--- config.mk ---
export PLATFORM = sky130hd
export DESIGN_NAME = lfsr_sequencer
export DESIGN_NICKNAME = d
export VERILOG_FILES = /design/src/rtl/lfsr_seq_pkg.sv /design/src/rtl/lfsr_seq_core.sv /design/src/rtl/lfsr_sequencer.sv
export SDC_FILE = /design/constraint.sdc
export NUM_CORES = 1
export LEC_CHECK = 0
export ABC_AREA = 1
export CORE_MARGIN = 1
export CORE_UTILIZATION = 35
export DETAILED_ROUTE_END_ITERATION = 7
export MAX_ROUTING_LAYER = met4
export PLACE_DENSITY_LB_ADDON = 0.08
export SLEW_MARGIN = 5
export SYNTH_ARGS = -nofsm -noshare
export SYNTH_HDL_FRONTEND = slang
export SYNTH_SLANG_ARGS = --single-unit
--- constraint.sdc ---
create_clock -name clk -period 1.9 [get_ports clk]
set_clock_uncertainty 0.15 [all_clocks]
set_input_delay 0.57 -clock clk [delete_from_list [all_inputs] [get_ports clk]]
set_output_delay 0.57 -clock clk [all_outputs]
set_load 0.01 [all_outputs]
--- src/rtl/lfsr_seq_pkg.sv ---
// Shared definitions for the LFSR sequencer: default widths, FSM state encodings
// and the feedback tap positions of the Galois LFSR.
package lfsr_seq_pkg;

    localparam int unsigned LFSR_N_DEFAULT = 26;
    localparam int unsigned SEED_W_DEFAULT = 4;

    localparam int NUM_TAPS = 3;
    localparam int TAP_IDX [NUM_TAPS] = '{1, 2, 6};

    typedef logic [1:0] state_t;

    localparam state_t IDLE = 2'd0;
    localparam state_t LOAD = 2'd1;
    localparam state_t GEN  = 2'd2;
    localparam state_t HOLD = 2'd3;

    function automatic logic is_tap(input int idx);
        logic hit;
        hit = 1'b0;
        for (int t = 0; t < NUM_TAPS; t++) begin
            if (TAP_IDX[t] == idx) hit = 1'b1;
        end
        return hit;
    endfunction

endpackage

--- src/rtl/lfsr_seq_core.sv ---
// Galois LFSR register with a synchronous load of a zero-extended seed and a step enable.
module lfsr_seq_core
    import lfsr_seq_pkg::*;
#(
    parameter int unsigned N      = LFSR_N_DEFAULT,
    parameter int unsigned SEED_W = SEED_W_DEFAULT
) (
    input  logic              clk,
    input  logic              reset,
    input  logic              load,
    input  logic              step,
    input  logic [SEED_W-1:0] seed,
    output logic [N-1:0]      q
);

    logic [N-1:0] lfsr_q, lfsr_d;

    always_comb begin
        lfsr_d = lfsr_q;
        if (load) begin
            lfsr_d = N'(seed);
        end else if (step) begin
            // Shift up by one; the outgoing MSB folds back into bit 0 and the tap positions.
            lfsr_d[0] = lfsr_q[N-1];
            for (int i = 1; i < int'(N); i++) begin
                lfsr_d[i] = lfsr_q[i-1] ^ (is_tap(i) & lfsr_q[N-1]);
            end
        end
    end

    always_ff @(posedge clk or negedge reset) begin
        if (!reset) lfsr_q <= '0;
        else        lfsr_q <= lfsr_d;
    end

    assign q = lfsr_q;

endmodule

--- src/rtl/lfsr_sequencer.sv ---
// Sequencer that loads a seed, runs the LFSR N steps per word and hands words out with
// valid/ready. Optional seed==0 rejection is enabled by LFSR_SEQ_ZERO_DETECT_EN.
module lfsr_sequencer
    import lfsr_seq_pkg::*;
#(
    parameter int unsigned N      = LFSR_N_DEFAULT,
    parameter int unsigned SEED_W = SEED_W_DEFAULT,
    parameter int unsigned BLK_W  = 8
) (
    input  logic              clk,
    input  logic              reset,
    input  logic              start,
    input  logic [SEED_W-1:0] seed,
    input  logic              stop,
    input  logic              out_ready,
    output logic              out_valid,
    output logic [N-1:0]      out_data,
    output logic              busy,
    output logic [BLK_W-1:0]  blocks
`ifdef LFSR_SEQ_ZERO_DETECT_EN
    ,
    output logic              err
`endif
);

    localparam int unsigned CNT_W = (N > 1) ? $clog2(N) : 1;

    state_t            state_q, state_d;
    logic [CNT_W-1:0]  cnt_q, cnt_d;
    logic [SEED_W-1:0] seed_q, seed_d;
    logic              stop_pending_q, stop_pending_d;
    logic              out_valid_q, out_valid_d;
    logic [BLK_W-1:0]  blocks_q, blocks_d;
    logic              load, step, accept, handshake;
`ifdef LFSR_SEQ_ZERO_DETECT_EN
    logic              err_q, err_d;
`endif

    assign handshake = (state_q == HOLD) && out_valid_q && out_ready;

    always_comb begin
        state_d        = state_q;
        cnt_d          = cnt_q;
        seed_d         = seed_q;
        stop_pending_d = stop_pending_q;
        blocks_d       = blocks_q;
        load           = 1'b0;
        step           = 1'b0;
        accept         = 1'b0;
`ifdef LFSR_SEQ_ZERO_DETECT_EN
        err_d          = 1'b0;
`endif
        case (state_q)
            IDLE: begin
                if (start) begin
`ifdef LFSR_SEQ_ZERO_DETECT_EN
                    if (seed == '0) err_d = 1'b1;
                    else            accept = 1'b1;
`else
                    accept = 1'b1;
`endif
                end
                if (accept) begin
                    seed_d         = seed;
                    stop_pending_d = stop;
                    state_d        = LOAD;
                end
            end
            LOAD: begin
                load    = 1'b1;
                cnt_d   = '0;
                state_d = GEN;
                if (stop) stop_pending_d = 1'b1;
            end
            GEN: begin
                step = 1'b1;
                if (stop) stop_pending_d = 1'b1;
                if (cnt_q == CNT_W'(N - 1)) state_d = HOLD;
                else                        cnt_d = cnt_q + 1'b1;
            end
            HOLD: begin
                if (stop) stop_pending_d = 1'b1;
                if (handshake) begin
                    blocks_d = blocks_q + 1'b1;
                    if (stop_pending_q || stop) begin
                        state_d        = IDLE;
                        stop_pending_d = 1'b0;
                    end else begin
                        state_d = GEN;
                        cnt_d   = '0;
                    end
                end
            end
            default: state_d = IDLE;
        endcase
    end

    // Valid is registered off HOLD, so it rises one cycle after the last step.
    assign out_valid_d = (state_q == HOLD) && !handshake;

    always_ff @(posedge clk or negedge reset) begin
        if (!reset) begin
            state_q        <= IDLE;
            cnt_q          <= '0;
            seed_q         <= '0;
            stop_pending_q <= 1'b0;
            out_valid_q    <= 1'b0;
            blocks_q       <= '0;
        end else begin
            state_q        <= state_d;
            cnt_q          <= cnt_d;
            seed_q         <= seed_d;
            stop_pending_q <= stop_pending_d;
            out_valid_q    <= out_valid_d;
            blocks_q       <= blocks_d;
        end
    end

`ifdef LFSR_SEQ_ZERO_DETECT_EN
    always_ff @(posedge clk or negedge reset) begin
        if (!reset) err_q <= 1'b0;
        else        err_q <= err_d;
    end

    assign err = err_q;
`endif

    lfsr_seq_core #(
        .N      (N),
        .SEED_W (SEED_W)
    ) u_core (
        .clk   (clk),
        .reset (reset),
        .load  (load),
        .step  (step),
        .seed  (seed_q),
        .q     (out_data)
    );

    assign out_valid = out_valid_q;
    assign busy      = (state_q != IDLE);
    assign blocks    = blocks_q;

endmodule

==> impl_metrics.csv, run 1 <==
group,metric,value,unit
clock_network,cts.sinks,47,
setup_path,arrival,1.09,ns
setup_path,reg2reg_slack,0.23,ns
clock_network,cts_root_buffer,"clkbuf_8",
setup_path,cp_max_fo,2,
route,via_per_inst,4.595,
pwr,p_leak,1.591,nW
cells_and_area,fill_cells,610,
setup_path,required,1.18,ns
placed_design,placed_area,0.002805,mm2
timing,setup-violations-final,0,
timing,timing.fmax,0.5510,GHz
placed_design,dp_hpwl,3.217,mm
timing,slew_headroom,77.91,%
setup_path,worstReg2RegStart,"state_q[0]$_DFFE_PN0P_",
logic_synthesis,syn_nets,258,
route,drtIter0Drc,65,
cells_and_area,drive_above_1_share,14.06,%
logic_synthesis,syn_area_per_cell,8.925,um2
setup_path,critPathKind,"flip-flop to output pin",
cells_and_area,num_antenna_cells,0,
route,wire_per_inst,11.90,um
route,drtPass1Iterations,4,
logic_synthesis,synth_area,0.002151,mm2
pwr,power_per_cell_area,1355,mW/mm2
setup_path,r2r_end,"cnt_q[2]$_DFFE_PN0P_",
timing,report.final.slew_viol_count,0,
setup_path,start_kind,"flip-flop",
global_route,grt_start_max_net_pins,29,
logic_synthesis,ys_ff_latch,47,
logic_synthesis,ys_seq_area_share,54.68,%
global_route,antenna_found_initial,0,
logic_synthesis,synth_cell_types,19,
logic_synthesis,yosysTopAreaCellShare,54.68,%
global_route,grt_overflow_total,0,
die,die_h,80.39,um
placed_design,dpl.cell_count,373,
logic_synthesis,yosys_warnings,0,
flow_run,cap_violations,0,
global_route,grt_pass1_wl,7.817,mm
die,die_area,0.006463,mm2
die,core,0.005921,mm2
pwr,vdd_ir_drop_max,0.8103,mV
placed_design,place_congestion,0.7702,
cells_and_area,stdcell_area,0.002943,mm2
placed_design,port-buffer-count,44,
logic_synthesis,yosysTopAreaCell,"dfrtp_1",
die,floorplan.io_pins,45,
die,start_util,36.33,%
global_route,grt.total_usage,16.17,%
clock_network,holdBufCountCts,0,
timing,finalHoldViolations,0,
global_route,grt_pass1_vias,1726,
cells_and_area,post-route-util,49.70,%
setup_path,cp-end-kind,"output pin",
cells_and_area,fin_nets,329,
setup_path,r2r_cells,8,
status,status,"finished clean",
timing,holdWs,0.002922,ns
timing,max_slew.worst_pin.slew,0.3314,ns
clock_network,cts.htree.levels,2,
route,drt_wl_total,4.619,mm
route,drcViolationCount,0,
route,ant_nets,0,
route,num_vias,1783,
clock_network,cts_tree,"yes",
clock_network,clk_pin_slew,0.09,ns
min_path,hold_class,"primary input to async pin",
logic_synthesis,synthCells,241,
cells_and_area,area_growth,36.82,%
clock_network,cts_buffers,5,
timing,timing.final.crit_share,95.52,%
cells_and_area,fin_cells,388,
clock_network,cts_max_path_buffers,2,
die,rows,28,
timing,fin_crit,1.815,ns
logic_synthesis,synth.area.top_cells,"dfrtp_1 (55%), nand2_1 (9.1%), inv_1 (7.3%), o22ai_1 (6.1%), ha_1 (4.7%)",
die,die_w,80.39,um
clock_network,clock_latency,0.30,ns
## report_power, final
part	switching [mW]	internal [mW]
combinational	1.05	0.778
sequential	0.142	1.25
clock	0.367	0.399
## layout by cell type, fill, tap and decap left out, types with 9 or more instances in the layout
cell type,instances
dfrtp_1,47
dlygate4sd2_1,35
buf_4,24
o22ai_1,21
inv_1,40
o21ai_0,10
nor2_1,17
nand2_1,52
a21oi_1,9
nand3_1,11
## cell families (layout without fill, tap and decap cells)
family	Yosys count	in the layout	share of synthesized area [%]
xor gates and xnor gates	6	6	2.444
DFF	47	47	54.68
and+or+nand+nor	90	90	17.74
muxes	3	3	1.571
AOI/OAI and AO/OA	40	40	10.53
adders and majority gates	8	8	4.654
buffers and inverters	47	119	8.377
## repair_timing
action | CTS | global route
setup endpoints to repair | 36 | 1
buffers inserted | 6 | 1
resized for setup | 41 | 3
## cell type report
| type | count | area (um2) | area share [%] |
|---|---|---|---|
| clock buffers | 5 | 68.82 | 2.338 |
| clock inverters | 3 | 47.55 | 1.616 |
| inverters | 42 | 157.7 | 5.357 |
| multi-input cells | 147 | 812.0 | 27.59 |
| flip-flops and latches | 47 | 1176 | 39.97 |
| well taps | 75 | 93.84 | 3.189 |
| repair buffers | 69 | 586.8 | 19.94 |
## worst max-delay path, cell delays in order (launching register included)
cell     delay [ns]
dfrtp_1        0.41
inv_2          0.09
ha_4           0.13
inv_1          0.04
buf_2          0.13
## registers in the layout (all words and copies together) (netlist names)
register	count
blocks	8
seed_q	4
cnt_q	5
out_valid	1
state_q	2
stop_pending_q	1
u_core.q	26
## through the flow
step	power (mW)	worst slack [ns]	TNS, ns
4_1_cts	4.000	0.04172	0
3_3_place_gp	3.281	-0.04363	-0.2522
2_1_floorplan	2.483	0.3413	0
6_report	3.989	0.08518	0
3_5_place_dp	3.289	-0.05662	-0.2688
5_1_grt	4.321	-0.004222	-0.004222
## how the worst max path moves through the flow
| stage | start | endpoint | slack (ns) |
|---|---|---|---|
| after floorplan | state_q[1]$_DFFE_PN0P_ | u_core.q[10]$_DFFE_PN0N_ | 0.34 |
| after global placement | out_ready | cnt_q[3]$_DFFE_PN0P_ | -0.04 |
| after detailed placement | out_ready | cnt_q[3]$_DFFE_PN0P_ | -0.06 |
| after CTS | state_q[0]$_DFFE_PN0P_ | busy | 0.04 |
| after global routing | state_q[0]$_DFFE_PN0P_ | cnt_q[2]$_DFFE_PN0P_ | -0.004 |
| final | state_q[0]$_DFFE_PN0P_ | busy | 0.09 |
## Yosys cell counts, drive strengths merged
| cell type | count |
|---|---|
| a21oi | 9 |
| buf | 3 |
| clkbuf | 2 |
| dfrtp | 47 |
| ha | 8 |
| inv | 42 |
| mux2 | 3 |
| nand2 | 52 |
| nand3 | 13 |
| nand3b | 1 |
| nand4 | 5 |
| nor2 | 17 |
| nor3b | 1 |
| o21ai | 10 |
| o22ai | 21 |
| or2 | 1 |
| xnor2 | 3 |
| xor2 | 3 |
## layer usage
layer  part of all wire [%]  track usage (%)  vias up  routed length (um)
li1                       -                -      915                   -
met1                     49            21.34      826                2275
met2                     45            24.32       35                2066
met3                    4.8            3.864        7                 223
met4                    1.2            5.357        0                  54
met5                      0                -        -                   0
(Power assumes the default switching activity.)
==> inputs of run 2 (changes only) <==
Clock period 1.9 ns to 1.65 ns, I/O delays scaled along.
==> impl_metrics.csv, run 2 (synthesized netlist as in run 1, its figures left out) <==
group,metric,value,unit
die,core,0.005921,mm2
placed_design,dp_hpwl,3.287,mm
timing,slew_headroom,73.81,%
pwr,p_leak,1.537,nW
route,drtPass1Iterations,4,
cells_and_area,fin_cells,398,
setup_path,start_kind,"flip-flop",
cells_and_area,stdcell_area,0.003103,mm2
pwr,power_per_cell_area,1542,mW/mm2
pwr,vdd_ir_drop_max,0.9282,mV
clock_network,cts_root_buffer,"clkbuf_8",
setup_path,critPathKind,"flip-flop to output pin",
clock_network,cts.htree.levels,2,
timing,worst_slack,-0.05280,ns
die,rows,28,
placed_design,placed_area,0.002870,mm2
timing,fin_crit,1.703,ns
route,via_per_inst,4.598,
route,wire_per_inst,11.46,um
setup_path,cp_max_fo,2,
status,violations,"setup timing",
clock_network,cts_tree,"yes",
clock_network,cts.sinks,47,
cells_and_area,final_common_cell,"nand2_1",
route,drcViolationCount,0,
route,num_vias,1830,
timing,rsz0062_at_grt,"true",
timing,timing.fmax,0.5873,GHz
status,status,"complete, but fails checks",
timing,setup-violations-final,1,
die,die_w,80.39,um
min_path,hold_class,"flip-flop to flip-flop",
global_route,grt_start_max_net_pins,31,
placed_design,place_congestion,0.7521,
cells_and_area,post-route-util,52.41,%
die,floorplan.io_pins,45,
global_route,grt_pass1_wl,8.017,mm
placed_design,port-buffer-count,44,
die,die_h,80.39,um
clock_network,cts_max_path_buffers,2,
cells_and_area,fin_nets,339,
clock_network,clock_latency,0.29,ns
timing,max_slew.worst_pin.slew,0.3929,ns
setup_path,cp-end-kind,"output pin",
die,start_util,36.33,%
clock_network,clk_pin_slew,0.09,ns
setup_path,arrival,1.06,ns
route,ant_nets,0,
timing,finalHoldViolations,0,
cells_and_area,drive_above_1_share,18.58,%
global_route,grt_overflow_total,0,
placed_design,dpl.cell_count,380,
clock_network,cts_buffers,5,
pwr,totalPowerFinal,4.783,mW
flow_run,cap_violations,0,
timing,timing.final.crit_share,103.2,%
route,drt_wl_total,4.560,mm
global_route,grt.total_usage,16.64,%
timing,report.final.slew_viol_count,0,
timing,holdWs,0.3680,ns
cells_and_area,area_growth,44.27,%
global_route,antenna_found_initial,0,
die,die_area,0.006463,mm2
setup_path,required,1.00,ns
cells_and_area,layout_common_cells,"nand2_1 (50), dfrtp_1 (47), inv_1 (38), clkdlybuf4s15_1 (33), buf_4 (32)",
global_route,grt_pass1_vias,1800,
cells_and_area,num_antenna_cells,0,
route,drtIter0Drc,86,
cells_and_area,largest_register_ff_count,26,
==> run 2: path summary, 6_finish.rpt <==
kind / from / endpoint / slack, ns / cells after the start
setup / recovery: state_q[1]$_DFFE_PN0P_ / busy / -0.05 / 4
hold / removal: seed_q[2]$_DFFE_PN0P_ / seed_q[2]$_DFFE_PN0P_ / 0.37 / 1
setup reg to reg: state_q[0]$_DFFE_PN0P_ / cnt_q[2]$_DFFE_PN0P_ / 0.08 / 8
hold reg to reg: seed_q[2]$_DFFE_PN0P_ / seed_q[2]$_DFFE_PN0P_ / 0.37 / 1
max in group asynchronous: reset / seed_q[0]$_DFFE_PN0P_ / 0.37 / 3
min in group asynchronous: reset / blocks[3]$_DFFE_PN0P_ / 0.49 / 2
==> run 2: critical path, cell delays in order, from the launching register on <==
cell and delay (ns):
dfrtp_1 0.40, inv_2 0.08, ha_4 0.14, inv_2 0.03, buf_6 0.11
==> run 2: what timing repair did <==
| action | 4_1_cts | 5_1_grt |
|---|---|---|
| gates resized for setup | 47 | 41 |
| hold buffers | 1 | 0 |
| setup endpoints to repair | 38 | 42 |
| pin swaps | 0 | 3 |
| buffers inserted | 4 | 5 |
| hold endpoints to repair | 14 | 0 |
==> run 2: stage by stage <==
stage	TNS, ns	setup slack [ns]
5_1_grt	-0.5198	-0.1134
3_5_place_dp	-2.941	-0.2548
6_report	-0.05280	-0.05280
2_1_floorplan	0	0.09132
3_3_place_gp	-2.583	-0.2099
4_1_cts	-0.08693	-0.08693
==> run 2: cell type report <==
type	instances	area (um2)
sequential	47	1176
fill	562	2818
clock inverter	3	46.29
timing repair buffer	79	720.7
multi-input combinational	147	839.6
clock buffer	5	68.82
inverter	42	157.7
tap	75	93.84
==> run 2: per-layer routing <==
metal	up-vias	share of wire [%]	GRT usage, %	wire length, um
li1	935	-	-	-
met1	861	47	21.15	2152
met2	32	48	25.85	2169
met3	2	4.8	4.659	217
met4	0	0.46	4.821	21
met5	-	0	-	0
==> run 2: power by group <==
part	internal, mW	switching (mW)	leakage [nW]
logic	1.07	1.26	0.854
clock network	0.457	0.400	0.0548
registers	1.44	0.156	0.629
total	2.97	1.82	1.54
==> inputs of run 3 (changes only) <==
Settings changed: CAP_MARGIN set to 25.
==> results of run 3 <==
Same layout as run 2: the final DEF is identical, and so are final timing and power.
